$ cat src/rtl/ram_arbiter.sv
// Two-master (A=CPU, B=loader) round-robin arbiter with lock, in front of a single-port sync RAM.
// Ack is combinational in the grant cycle; read data returns 1 clk later; losers are held off by withholding ack.
module ram_arbiter #(
  parameter int ADDR_WIDTH = 10,
  parameter int DATA_WIDTH = 16
) (
  input  logic                  clk,
  input  logic                  reset,
  input  logic                  a_req,
  input  logic                  a_we,
  input  logic                  a_lock,
  input  logic [ADDR_WIDTH-1:0] a_addr,
  input  logic [DATA_WIDTH-1:0] a_wdata,
  output logic                  a_ack,
  output logic                  a_rvalid,
  output logic [DATA_WIDTH-1:0] a_rdata,
  input  logic                  b_req,
  input  logic                  b_we,
  input  logic                  b_lock,
  input  logic [ADDR_WIDTH-1:0] b_addr,
  input  logic [DATA_WIDTH-1:0] b_wdata,
  output logic                  b_ack,
  output logic                  b_rvalid,
  output logic [DATA_WIDTH-1:0] b_rdata,
  output logic [ADDR_WIDTH-1:0] ram_addr,
  output logic [DATA_WIDTH-1:0] ram_din,
  output logic                  ram_we,
  output logic                  ram_re,
  input  logic [DATA_WIDTH-1:0] ram_dout
);

  typedef enum logic [1:0] {OWN_NONE = 2'd0, OWN_A = 2'd1, OWN_B = 2'd2} own_t;

  logic last_gnt;  // 0 = A, 1 = B
  own_t lock_own;
  own_t rd_tag;

  logic a_elig, b_elig, gnt_a, gnt_b;

  always_comb begin
    a_elig = a_req & (lock_own != OWN_B);
    b_elig = b_req & (lock_own != OWN_A);
    // Both eligible only happens when unlocked; the master not served last wins.
    gnt_a  = ~reset & a_elig & (~b_elig | last_gnt);
    gnt_b  = ~reset & b_elig & ~gnt_a;
  end

  always_comb begin
    a_ack    = gnt_a;
    b_ack    = gnt_b;
    ram_addr = '0;
    ram_din  = '0;
    ram_we   = 1'b0;
    ram_re   = 1'b0;
    if (gnt_a) begin
      ram_addr = a_addr;
      ram_din  = a_wdata;
      ram_we   = a_we;
      ram_re   = ~a_we;
    end else if (gnt_b) begin
      ram_addr = b_addr;
      ram_din  = b_wdata;
      ram_we   = b_we;
      ram_re   = ~b_we;
    end
  end

  always_ff @(posedge clk) begin
    if (reset) begin
      last_gnt <= 1'b1;
      lock_own <= OWN_NONE;
      rd_tag   <= OWN_NONE;
    end else begin
      if (gnt_a && !a_we)      rd_tag <= OWN_A;
      else if (gnt_b && !b_we) rd_tag <= OWN_B;
      else                     rd_tag <= OWN_NONE;

      if (gnt_a) begin
        last_gnt <= 1'b0;
        lock_own <= a_lock ? OWN_A : OWN_NONE;
      end else if (gnt_b) begin
        last_gnt <= 1'b1;
        lock_own <= b_lock ? OWN_B : OWN_NONE;
      end else if ((lock_own == OWN_A && !a_req) || (lock_own == OWN_B && !b_req)) begin
        // An idle owner gives up the lock so the other master cannot starve.
        lock_own <= OWN_NONE;
      end
    end
  end

  assign a_rvalid = (rd_tag == OWN_A);
  assign b_rvalid = (rd_tag == OWN_B);
  assign a_rdata  = ram_dout;
  assign b_rdata  = ram_dout;

endmodule

$ cat config.mk
export PLATFORM = sky130hd
export DESIGN_NAME = ram_arbiter
export DESIGN_NICKNAME = d
export VERILOG_FILES = /design/src/rtl/ram_arbiter.sv
export SDC_FILE = /design/constraint.sdc
export NUM_CORES = 1
export LEC_CHECK = 0
export ABC_CLOCK_PERIOD_IN_PS = 2300
export CORE_ASPECT_RATIO = 1.2
export CORE_MARGIN = 2
export CORE_UTILIZATION = 23
export CTS_CLUSTER_SIZE = 40
export DETAILED_ROUTE_END_ITERATION = 8
export PLACE_DENSITY = 0.86
export SLEW_MARGIN = 20
export SYNTH_ARGS = -nofsm -noshare
export SYNTH_HDL_FRONTEND = slang
export SYNTH_SLANG_ARGS = --single-unit
$ cat constraint.sdc
create_clock -name clk -period 2.3 [get_ports clk]
set_input_delay 0.23 -clock clk [delete_from_list [all_inputs] [get_ports clk]]
set_output_delay 0.23 -clock clk [all_outputs]
set_load 0.005 [all_outputs]
Word level (Yosys, flattened, before mapping)
Cells that the tools add are included.
Storage, ports and cells
  bits in registers: 5
  output and inout bits: 64
Cells by class
  equality and inequality tests: 6
  mux-type cells: 17
  bitwise gates (word level): 12
  reduce and logical (&&, ||, !) cells: 12
Operators by type and width (number)
  $mux W16: 2
  $mux W10: 2
  $mux W2: 5
  $mux W1: 8
  $and A1 B1 Y1: 6
  $not A1 Y1: 5
  $eq A2 B1 Y1 const B: 2
  $eq A2 B2 Y1 const B: 2
  $logic_and A1 B1 Y1: 4
  $logic_not A1 Y1: 4
  $reduce_bool A3 Y1: 1
  $ne A2 B1 Y1 const B: 1
  $ne A2 B2 Y1 const B: 1
  $reduce_bool A2 Y1: 1
  $reduce_or A2 Y1: 1
  $logic_or A1 B1 Y1: 1
  $or A1 B1 Y1: 1

Longest topological paths before layout
Gate-level depths: netlist of the first run.
  depth after elaboration: 10
  mapped depth: 5

Least setup slack after synthesis of the first run
OpenSTA, ideal clock, no wires.
  path kind: register -> output
  start: register last_gnt
  end: output port ram_we
  arrival time: 1.393 ns
  required time: 2.070 ns
  path slack: 0.677 ns
  stages on the path, launching flop included: 6
  path buffers: 1
  cell sequence: dfxtp_1 > nor2b_1 > maj3_2 > nor3b_4 > buf_6 > mux2i_1
On the way
  longest elaborated chain between the ends: 6
Ends and longest elaborated chain
  start: declaration: line 34  | logic last_gnt;
  start signal: assignment: line 70  | last_gnt <= 1'b1;
  start signal: assignment: line 79  | last_gnt <= 1'b0;
  start signal: assignment: line 82  | last_gnt <= 1'b1;
  $or A1 B1 Y1 *: line 44  | gnt_a = ~reset & a_elig & (~b_elig | last_gnt);
  $and A1 B1 Y1 *: line 44
  named net a_ack: line 14  | output logic a_ack,
  $not A1 Y1: line 45  | gnt_b = ~reset & b_elig & ~gnt_a;
  $and A1 B1 Y1: line 45
  $mux W1: line 60  | end else if (gnt_b) begin
  $mux W1 *: line 55  | if (gnt_a) begin
  end: declaration: line 27  | output logic ram_we,
The timed path passes the listed nets; every way through them passes the cells marked *.

Worst setup path after layout of the first run
  start: register last_gnt
  end: output port ram_addr[5]
On the way
  longest elaborated chain between the ends: 6
Ends and longest elaborated chain
  $or A1 B1 Y1 *: line 44
  $and A1 B1 Y1 *: line 44
  $not A1 Y1: line 45
  $and A1 B1 Y1: line 45
  $mux W10: line 60
  $mux W10 *: line 55
  end: declaration: line 25  | output logic [ADDR_WIDTH-1:0] ram_addr,
Mark *: on every way between the ends. The rest lies on a longest branch, timed or not.

==> results of run 1 <==
## layer usage
metal	global-route usage [%]	vias up	part of all wire (%)
met4	5.814	0	1.9
met3	4.851	14	12
met1	12.04	416	32
li1	-	454	-
met5	0	-	0
met2	24.86	58	54
## synthesized netlist by cell type
cell,count
a21o_1,1
nand2_1,2
a21oi_1,2
nor3b_4,1
o2111ai_1,1
and2_2,1
mux2i_1,2
a22o_2,7
clkbuf_1,2
buf_4,32
inv_1,4
a31o_1,1
nor3b_1,1
buf_2,1
nor4_1,1
nor2b_1,3
buf_6,3
a22o_1,20
dfxtp_1,5
nand3_1,1
o221ai_1,1
and2_1,1
maj3_2,1
## timing repair
item / in CTS / in global routing
pin swaps: 1 / 3
buffers inserted: 4 / 0
setup endpoints to repair: 28 / 9
cloned: 2 / 0
hold endpoints to repair: 0 / 0
gates resized for setup: 35 / 7
## report_power, final
group | leakage [nW] | switching [W] | total, W | internal, W
combinational | 0.718 | 0.0000791 | 0.000265 | 0.000186
clock | 0.0228 | 0.0000437 | 0.000163 | 0.000119
sequential | 0.0412 | 0.00000431 | 0.0000963 | 0.0000919
total | 0.782 | 0.000127 | 0.000524 | 0.000397
## sequential cells by signal (all words and copies together), names as in the netlist
signal	cells
last_gnt	1
lock_own	2
rd_tag	2
## final timing paths
kind | from | endpoint | slack [ns] | cells past startpoint
worst max-delay path | last_gnt | ram_addr[5] | 0.12 | 8
worst min register to register | lock_own[0] | lock_own[1] | 0.63 | 3
worst min-delay path | ram_dout[1] | a_rdata[1] | 0.46 | 0
worst max register to register | last_gnt | lock_own[0] | 0.73 | 7
## logic make-up after synthesis
group	share of synthesized area, %
mux	2.504
buf+inv	37.71
compound gates	36.15
fa+ha+maj	1.408
flops	12.52
simple gates	9.705
## area by class of cell
cell class	instances	share of cell area, %
inverters	4	0.9324
well taps	37	2.875
clock buffers	4	2.797
repair buffers	103	62.00
flip-flops and latches	5	6.371
multi-input cells	47	25.02
## placed cells by master, fill, tap and decap left out, types with 2 or more instances in the layout
cell type,count
mux2i_1,2
buf_6,5
clkbuf_8,3
dfxtp_2,2
buf_4,6
dfxtp_1,3
a21oi_1,2
nand2_1,2
dlygate4sd2_1,27
clkdlybuf4s50_1,61
dlymetal6s2s_1,2
a22o_1,20
inv_1,4
a22o_2,7
nor2b_1,3
## per-stage QoR
step / hold WS, ns / TNS [ns] / cells / worst slack (ns)
floorplan: 0.3387 / 0 / 94 / 0.6767
global placement: 0.4601 / -3.538 / 190 / -0.1901
detailed placement: 0.4601 / -4.690 / 190 / -0.2176
CTS: 0.4601 / -0.1784 / 200 / -0.1586
global route: 0.4600 / -0.004438 / 200 / -0.003087
finish: 0.4600 / 0 / 200 / 0.1173
==> flow_metrics.env, run 1 <==
export IMPL_slew_violations=0
export IMPL_ys_seq_area_share_pct=12.52
export IMPL_dieWidth_um=57.82
export IMPL_cp_cell_sequence="nor2b_1 -> maj3_2 -> nor3b_4 -> buf_6 -> buf_6 -> buf_4 -> a22o_1 -> dlygate4sd2_1"
export IMPL_post_route_period_util_pct=94.90
export IMPL_clock_path_buffers=2
export IMPL_cp_max_fo=5
export IMPL_cts_num_sinks=5
export IMPL_path_class="flop to primary output"
export IMPL_hold_violations=0
export IMPL_port_buffers=91
export IMPL_ctsRootBufferMaster="clkbuf_8"
export IMPL_crit_top_cell="buf_6"
export IMPL_wirelength_mm=2.874
export IMPL_cp_num_buf_inv=4
export IMPL_yosysTopAreaCell="buf_4"
export IMPL_min_period_ns=2.183
export IMPL_finalPower_w=0.0005239
export IMPL_postLayoutCoreUtil_pct=48.24
export IMPL_synth_seq_cells=5
export IMPL_grt_max_degree=31
export IMPL_cts_tree="built"
export IMPL_max_freq_ghz=0.4582
export IMPL_avgRoutedWirePerCell_um=14.37
export IMPL_cap_viol_max_count=0
export IMPL_antenna_left=0
export IMPL_dpl_hpwl_mm=2.158
export IMPL_yosys_top_cells_area="buf_4 30%, a22o_1 22%, dfxtp_1 13%, a22o_2 8.8%, buf_6 4.2%"
export IMPL_syn_area_per_cell_um2=8.506
export IMPL_synth_warning_count=0
export IMPL_run_status="finished, final reports clean"
export IMPL_rows=23
export IMPL_cp_data_arrival_time_ns=1.95
export IMPL_synth_nets=170
export IMPL_grt_pass1_vias=898
export IMPL_stdcell_area_um2=1610
export IMPL_relSlewSlack_pct=77.03
export IMPL_io_pins=140
export IMPL_synth_top_area_share_pct=30.05
export IMPL_start_kind="flop"
export IMPL_drt_initial_drc_count=15
export IMPL_n_antenna_cell=0
export IMPL_finalSetupViolCount=0
export IMPL_leakage_nw=0.7818
export IMPL_tightest_slew_ns=0.3414
export IMPL_initial_utilization_pct=23.95
export IMPL_die_y_um=68.59
export IMPL_avgViaCountPerCell=4.710
export IMPL_vias=942
export IMPL_place_area_um2=1533
export IMPL_grt_overflow=0
export IMPL_powerDensity_nw_per_um2=325.4
export IMPL_multi_input_area_um2=402.9
export IMPL_max_stage_delay_ns=0.36
export IMPL_fill_cells=337
export IMPL_finClkSkew_ns=0.003930
export IMPL_grt_usage_pct=12.90
export IMPL_coreArea_um2=3338
export IMPL_gp_congestion=0.7495
export IMPL_hold_path_class="primary input to primary output"
export IMPL_layout_nets=240
export IMPL_drtPass1Iterations=2
export IMPL_synthDistinctLibCells=23
export IMPL_cts_buffers=3
export IMPL_end_kind="primary output"
export IMPL_seq_area_um2=102.6
export IMPL_syn_to_final_growth_pct=101.4
export IMPL_grt_pass1_wl_mm=3.988
export IMPL_syn_cell_area_um2=799.5
export IMPL_vdd_drop_max_mv=0.4926
export IMPL_clk_pin_slew_worst_paths_ns=0.04
export IMPL_crit_family="buffers and inverters"
export IMPL_clk_latency_ns=0.22
export IMPL_antenna_found_initial=0
export IMPL_drive_gt1_share_pct=17.79
export IMPL_design_die_area_um2=3966
export IMPL_drcViolationCount=0
export IMPL_synthCells=94
export IMPL_cp_slowest_cell="dfxtp_2"
export IMPL_hold_buffers=0
export IMPL_htreeDepth=1
export IMPL_crit_required_ns=2.07
(Power assumes the default switching activity.)
==> run 2: changes to the inputs <==
--- a/config.mk
+++ b/config.mk
@@ -6,7 +6,6 @@
 export NUM_CORES = 1
 export LEC_CHECK = 0
 export ABC_CLOCK_PERIOD_IN_PS = 2300
-export CORE_ASPECT_RATIO = 1.2
 export CORE_MARGIN = 2
 export CORE_UTILIZATION = 23
 export CTS_CLUSTER_SIZE = 40
==> flow_metrics.env, run 2 (synthesized netlist as in run 1, its figures left out) <==
export IMPL_antenna_left=0
export IMPL_hold_violations=0
export IMPL_reg_largest_list="lock_own: 2 flops, rd_tag: 2 flops, last_gnt: 1 flops"
export IMPL_tightest_slew_ns=0.3870
export IMPL_rows=21
export IMPL_vdd_drop_max_mv=0.2431
export IMPL_cts_num_sinks=5
export IMPL_fill_cells=347
export IMPL_final_common_cell="clkdlybuf4s50_1"
export IMPL_cts_tree="built"
export IMPL_cts_buffers=3
export IMPL_stdcell_area_um2=1592
export IMPL_layoutNonFillerInstCount=210
export IMPL_hold_path_class="primary input to primary output"
export IMPL_place_area_um2=1544
export IMPL_dp_cells=199
export IMPL_cp_slowest_cell="clkdlybuf4s50_1"
export IMPL_relSlewSlack_pct=73.96
export IMPL_cp_data_arrival_time_ns=1.99
export IMPL_cap_viol_max_count=0
export IMPL_drcViolationCount=0
export IMPL_clock_path_buffers=2
export IMPL_cp_max_fo=15
export IMPL_drt_initial_drc_count=24
export IMPL_htreeDepth=1
export IMPL_grt_pass1_wl_mm=4.471
export IMPL_drive_gt1_share_pct=19.51
export IMPL_max_freq_ghz=0.4498
export IMPL_cp_cell_sequence="clkdlybuf4s50_1 -> nor2b_1 -> maj3_2 -> nor3b_4 -> buf_4 -> buf_12 -> a22o_2 -> dlygate4sd2_1"
export IMPL_path_class="primary input to primary output"
export IMPL_layout_common_cells="62 x clkdlybuf4s50_1, 20 x a22o_1, 16 x dlygate4sd2_1, 11 x buf_4, 7 x a22o_2"
export IMPL_clk_latency_ns=0.25
export IMPL_layout_nets=241
export IMPL_die_y_um=62.96
export IMPL_dieWidth_um=62.96
export IMPL_port_buffers=91
export IMPL_crit_required_ns=2.07
export IMPL_post_route_period_util_pct=96.67
export IMPL_io_pins=140
export IMPL_end_kind="primary output"
export IMPL_run_status="finished, final reports clean"
export IMPL_coreArea_um2=3337
export IMPL_grt_max_degree=16
export IMPL_dpl_hpwl_mm=2.315
export IMPL_grt_overflow=0
export IMPL_vias=952
export IMPL_antenna_found_initial=0
export IMPL_grt_usage_pct=14.09
export IMPL_finClkSkew_ns=0.006194
export IMPL_ctsRootBufferMaster="clkbuf_4"
export IMPL_syn_to_final_growth_pct=99.06
export IMPL_powerDensity_nw_per_um2=292.1
export IMPL_slew_violations=0
export IMPL_postLayoutCoreUtil_pct=47.69
export IMPL_min_period_ns=2.223
export IMPL_finalSetupViolCount=0
export IMPL_grt_pass1_vias=931
export IMPL_avgViaCountPerCell=4.533
export IMPL_drtPass1Iterations=4
export IMPL_finalPower_w=0.0004649
export IMPL_initial_utilization_pct=23.96
export IMPL_gp_congestion=0.7360
export IMPL_avgRoutedWirePerCell_um=13.94
export IMPL_start_kind="primary input"
export IMPL_leakage_nw=0.7794
export IMPL_n_antenna_cell=0
export IMPL_wirelength_mm=2.928
export IMPL_max_stage_delay_ns=0.41
export IMPL_design_die_area_um2=3964
run 2: through the flow:
stage	setup WS, ns	hold slack (ns)	TNS (ns)
finish	0.07660	0.4600	0
global route	-0.003451	0.4600	-0.003967
CTS	-0.1602	0.4601	-0.6060
detailed placement	-0.2000	0.4601	-3.966
global placement	-0.1978	0.4601	-3.591
floorplan	0.6767	0.3387	0
run 2: timing repair:
action                                  CTS  global route
hold buffers                              0             0
pin swaps                                 0             2
resized for setup                        26            18
endpoints found under the setup margin   28             5
buffers inserted                          1             6
run 2: final cells by class:
class | instances | area, um^2 | area share (%)
Tap cell | 46 | 57.56 | 3.616
Multi-Input combinational cell | 47 | 402.9 | 25.31
Sequential cell | 5 | 100.1 | 6.289
Inverter | 4 | 15.01 | 0.9434
Clock buffer | 4 | 26.28 | 1.651
Timing Repair Buffer | 104 | 989.7 | 62.19
run 2: worst paths after layout:
path                                    from          end  slack, ns  depth (start not counted)
worst min-delay path            ram_dout[12]  a_rdata[12]       0.46                          0
worst max register to register   lock_own[0]  lock_own[0]       0.68                          7
worst min register to register   lock_own[1]     last_gnt       0.63                          2
worst max-delay path                   b_req   ram_din[7]       0.08                          8
run 2: routing by layer:
| metal | global-route usage, % | wire [um] | part of all wire (%) |
|---|---|---|---|
| met5 | 0 | 0 | 0 |
| met4 | 6.111 | 45 | 1.5 |
| met3 | 5.405 | 301 | 10 |
| met2 | 24.20 | 1488 | 51 |
| met1 | 15.28 | 1092 | 37 |
run 2: power breakdown:
group	leakage [nW]	switching, W	internal (W)	total (W)
clock	0.0150	0.0000400	0.0000659	0.000106
sequential	0.0410	0.00000321	0.0000912	0.0000944
combinational	0.723	0.0000783	0.000186	0.000265
run 2: critical path: cells and delay by family:
kind / cells / cell delay (ns)
AOI/OAI and AO/OA: 1 / 0.15
adders and majority gates: 1 / 0.32
buffers and inverters: 4 / 0.92
and+or+nand+nor: 2 / 0.36
==> run 3: changes to the inputs <==
--- a/config.mk
+++ b/config.mk
@@ -5,12 +5,12 @@
 export SDC_FILE = /design/constraint.sdc
 export NUM_CORES = 1
 export LEC_CHECK = 0
-export ABC_CLOCK_PERIOD_IN_PS = 2300
+export ABC_CLOCK_PERIOD_IN_PS = 2240
 export CORE_MARGIN = 2
-export CORE_UTILIZATION = 23
+export CORE_UTILIZATION = 21
 export CTS_CLUSTER_SIZE = 40
 export DETAILED_ROUTE_END_ITERATION = 8
-export PLACE_DENSITY = 0.86
+export PLACE_DENSITY = 0.79
 export SLEW_MARGIN = 20
 export SYNTH_ARGS = -nofsm -noshare
 export SYNTH_HDL_FRONTEND = slang
==> constraint.sdc (replaced) <==
create_clock -name clk -period 2.24 [get_ports clk]
set_input_delay 0.224 -clock clk [delete_from_list [all_inputs] [get_ports clk]]
set_output_delay 0.224 -clock clk [all_outputs]
set_load 0.005 [all_outputs]
==> flow_metrics.env, run 3 (synthesized netlist as in run 1, its figures left out) <==
export IMPL_hold_path_class="primary input to primary output"
export IMPL_cap_viol_max_count=0
export IMPL_antenna_left=0
export IMPL_port_buffers=91
export IMPL_grt_pass1_wl_mm=4.022
export IMPL_run_status="finished, final reports clean"
export IMPL_wl_met1_um=955
export IMPL_antenna_found_initial=0
export IMPL_top_layer_used="met4"
export IMPL_grt_pass1_vias=855
export IMPL_rows=22
export IMPL_hold_buffers=0
export IMPL_io_pins=140
export IMPL_avgViaCountPerCell=4.388
export IMPL_cts_buffers=3
export IMPL_dp_slack_ns=-0.2601
export IMPL_grt_max_degree=20
export IMPL_dpl_hpwl_mm=2.212
export IMPL_finalPower_w=0.0005320
export IMPL_cts_num_sinks=5
export IMPL_r2r_setup_slack_ns=0.74
export IMPL_wl_met2_mm=1.261
export IMPL_design_die_area_um2=4316
export IMPL_leakage_nw=0.7627
export IMPL_grt_usage_pct=11.65
export IMPL_finClkSkew_ns=0.002085
export IMPL_reg_largest_list="lock_own: 2 flops, rd_tag: 2 flops, last_gnt: 1 flops"
export IMPL_cp_max_fo=14
export IMPL_hold_ws_ns=0.4480
export IMPL_layoutNonFillerInstCount=209
export IMPL_slew_violations=0
export IMPL_drtPass1Iterations=2
export IMPL_dp_cells=203
export IMPL_clock_path_buffers=2
export IMPL_vias=917
export IMPL_start_kind="primary input"
export IMPL_clk_latency_ns=0.22
export IMPL_htreeDepth=1
export IMPL_cts_tree="built"
export IMPL_crit_required_ns=2.02
export IMPL_wirelength_mm=2.725
export IMPL_layout_nets=238
export IMPL_cp_data_arrival_time_ns=1.97
export IMPL_min_period_ns=2.194
export IMPL_path_class="primary input to primary output"
export IMPL_ctsRootBufferMaster="clkbuf_8"
export IMPL_die_y_um=65.70
export IMPL_post_route_period_util_pct=97.93
export IMPL_tightest_slew_ns=0.3582
export IMPL_powerDensity_nw_per_um2=327.3
export IMPL_postLayoutCoreUtil_pct=44.40
export IMPL_initial_utilization_pct=21.84
export IMPL_end_kind="primary output"
export IMPL_avgRoutedWirePerCell_um=13.04
export IMPL_dr_wl_met3_um=468
export IMPL_grt_overflow=0
export IMPL_rsz0062_at_grt="true"
export IMPL_drive_gt1_share_pct=14.91
export IMPL_syn_to_final_growth_pct=103.3
export IMPL_vdd_drop_max_mv=0.2485
export IMPL_dieWidth_um=65.70
export IMPL_coreArea_um2=3661
export IMPL_relSlewSlack_pct=75.90
export IMPL_n_antenna_cell=0
export IMPL_max_freq_ghz=0.4559
export IMPL_layout_common_cells="61 x clkdlybuf4s50_1, 28 x dlygate4sd2_1, 20 x a22o_1, 7 x a22o_2, 5 x dfxtp_1"
export IMPL_gp_congestion=0.7822
export IMPL_final_common_cell="clkdlybuf4s50_1"
export IMPL_drcViolationCount=0
export IMPL_worst_slack_ns=0.04645
export IMPL_finalSetupViolCount=0
export IMPL_drt_initial_drc_count=2
export IMPL_hold_violations=0
[run 3: changes by cell type in the layout (fill, tap and decap cells not counted)]
cell             before  now
buf_6                 1    3
clkbuf_2              5    0
clkbuf_8              0    3
clkdlybuf4s15_1       4    1
buf_4                11    4
dlygate4sd2_1        16   28
dlymetal6s2s_1        4    1
buf_12                1    3
clkbuf_4              3    0
clkdlybuf4s50_1      62   61
[run 3: per-stage QoR]
step	area, um^2	setup TNS [ns]
floorplan	799.5	0
global placement	1562	-4.799
detailed placement	1562	-5.067
CTS	1582	0
global route	1625	-0.01710
finish	1625	0
[run 3: final timing paths]
kind,startpoint,endpoint,cells past startpoint
max,b_req,ram_we,7
min,ram_dout[5],a_rdata[5],0
max reg2reg,lock_own[0],lock_own[0],6
min reg2reg,lock_own[1],last_gnt,2
[run 3: power breakdown]
group	total [W]	internal (W)	switching, W	leakage, nW
registers	0.0000969	0.0000940	0.00000296	0.0410
logic	0.000269	0.000191	0.0000782	0.699
clock network	0.000166	0.000122	0.0000439	0.0228
[run 3: layout make-up]
class                           instances  area, um^2
Sequential cell                         5       100.1
Tap cell                               48       60.06
Multi-Input combinational cell         47       402.9
Inverter                                4       15.01
Fill cell                             365        2036
Timing Repair Buffer                  101        1002
Clock buffer                            4       45.04
[run 3: worst max-delay path, cell delays in order]
cell	delay, ns
clkdlybuf4s50_1	0.43
nor2b_1	0.14
maj3_2	0.32
nor3b_4	0.21
buf_6	0.20
mux2i_1	0.22
clkdlybuf4s15_1	0.22
[run 3: per-layer routing]
metal | GRT usage, % | vias up
met5 | 0 | -
met3 | 6.678 | 11
met1 | 12.32 | 397
met2 | 19.19 | 62
met4 | 4.167 | 0
li1 | - | 447
[run 3: what timing repair did]
| item | CTS | global route |
|---|---|---|
| buffers inserted | 0 | 2 |
| hold endpoints to repair | 0 | 0 |
| pin swaps | 0 | 1 |
| setup endpoints to repair | 29 | 2 |
| gates resized for setup | 32 | 2 |
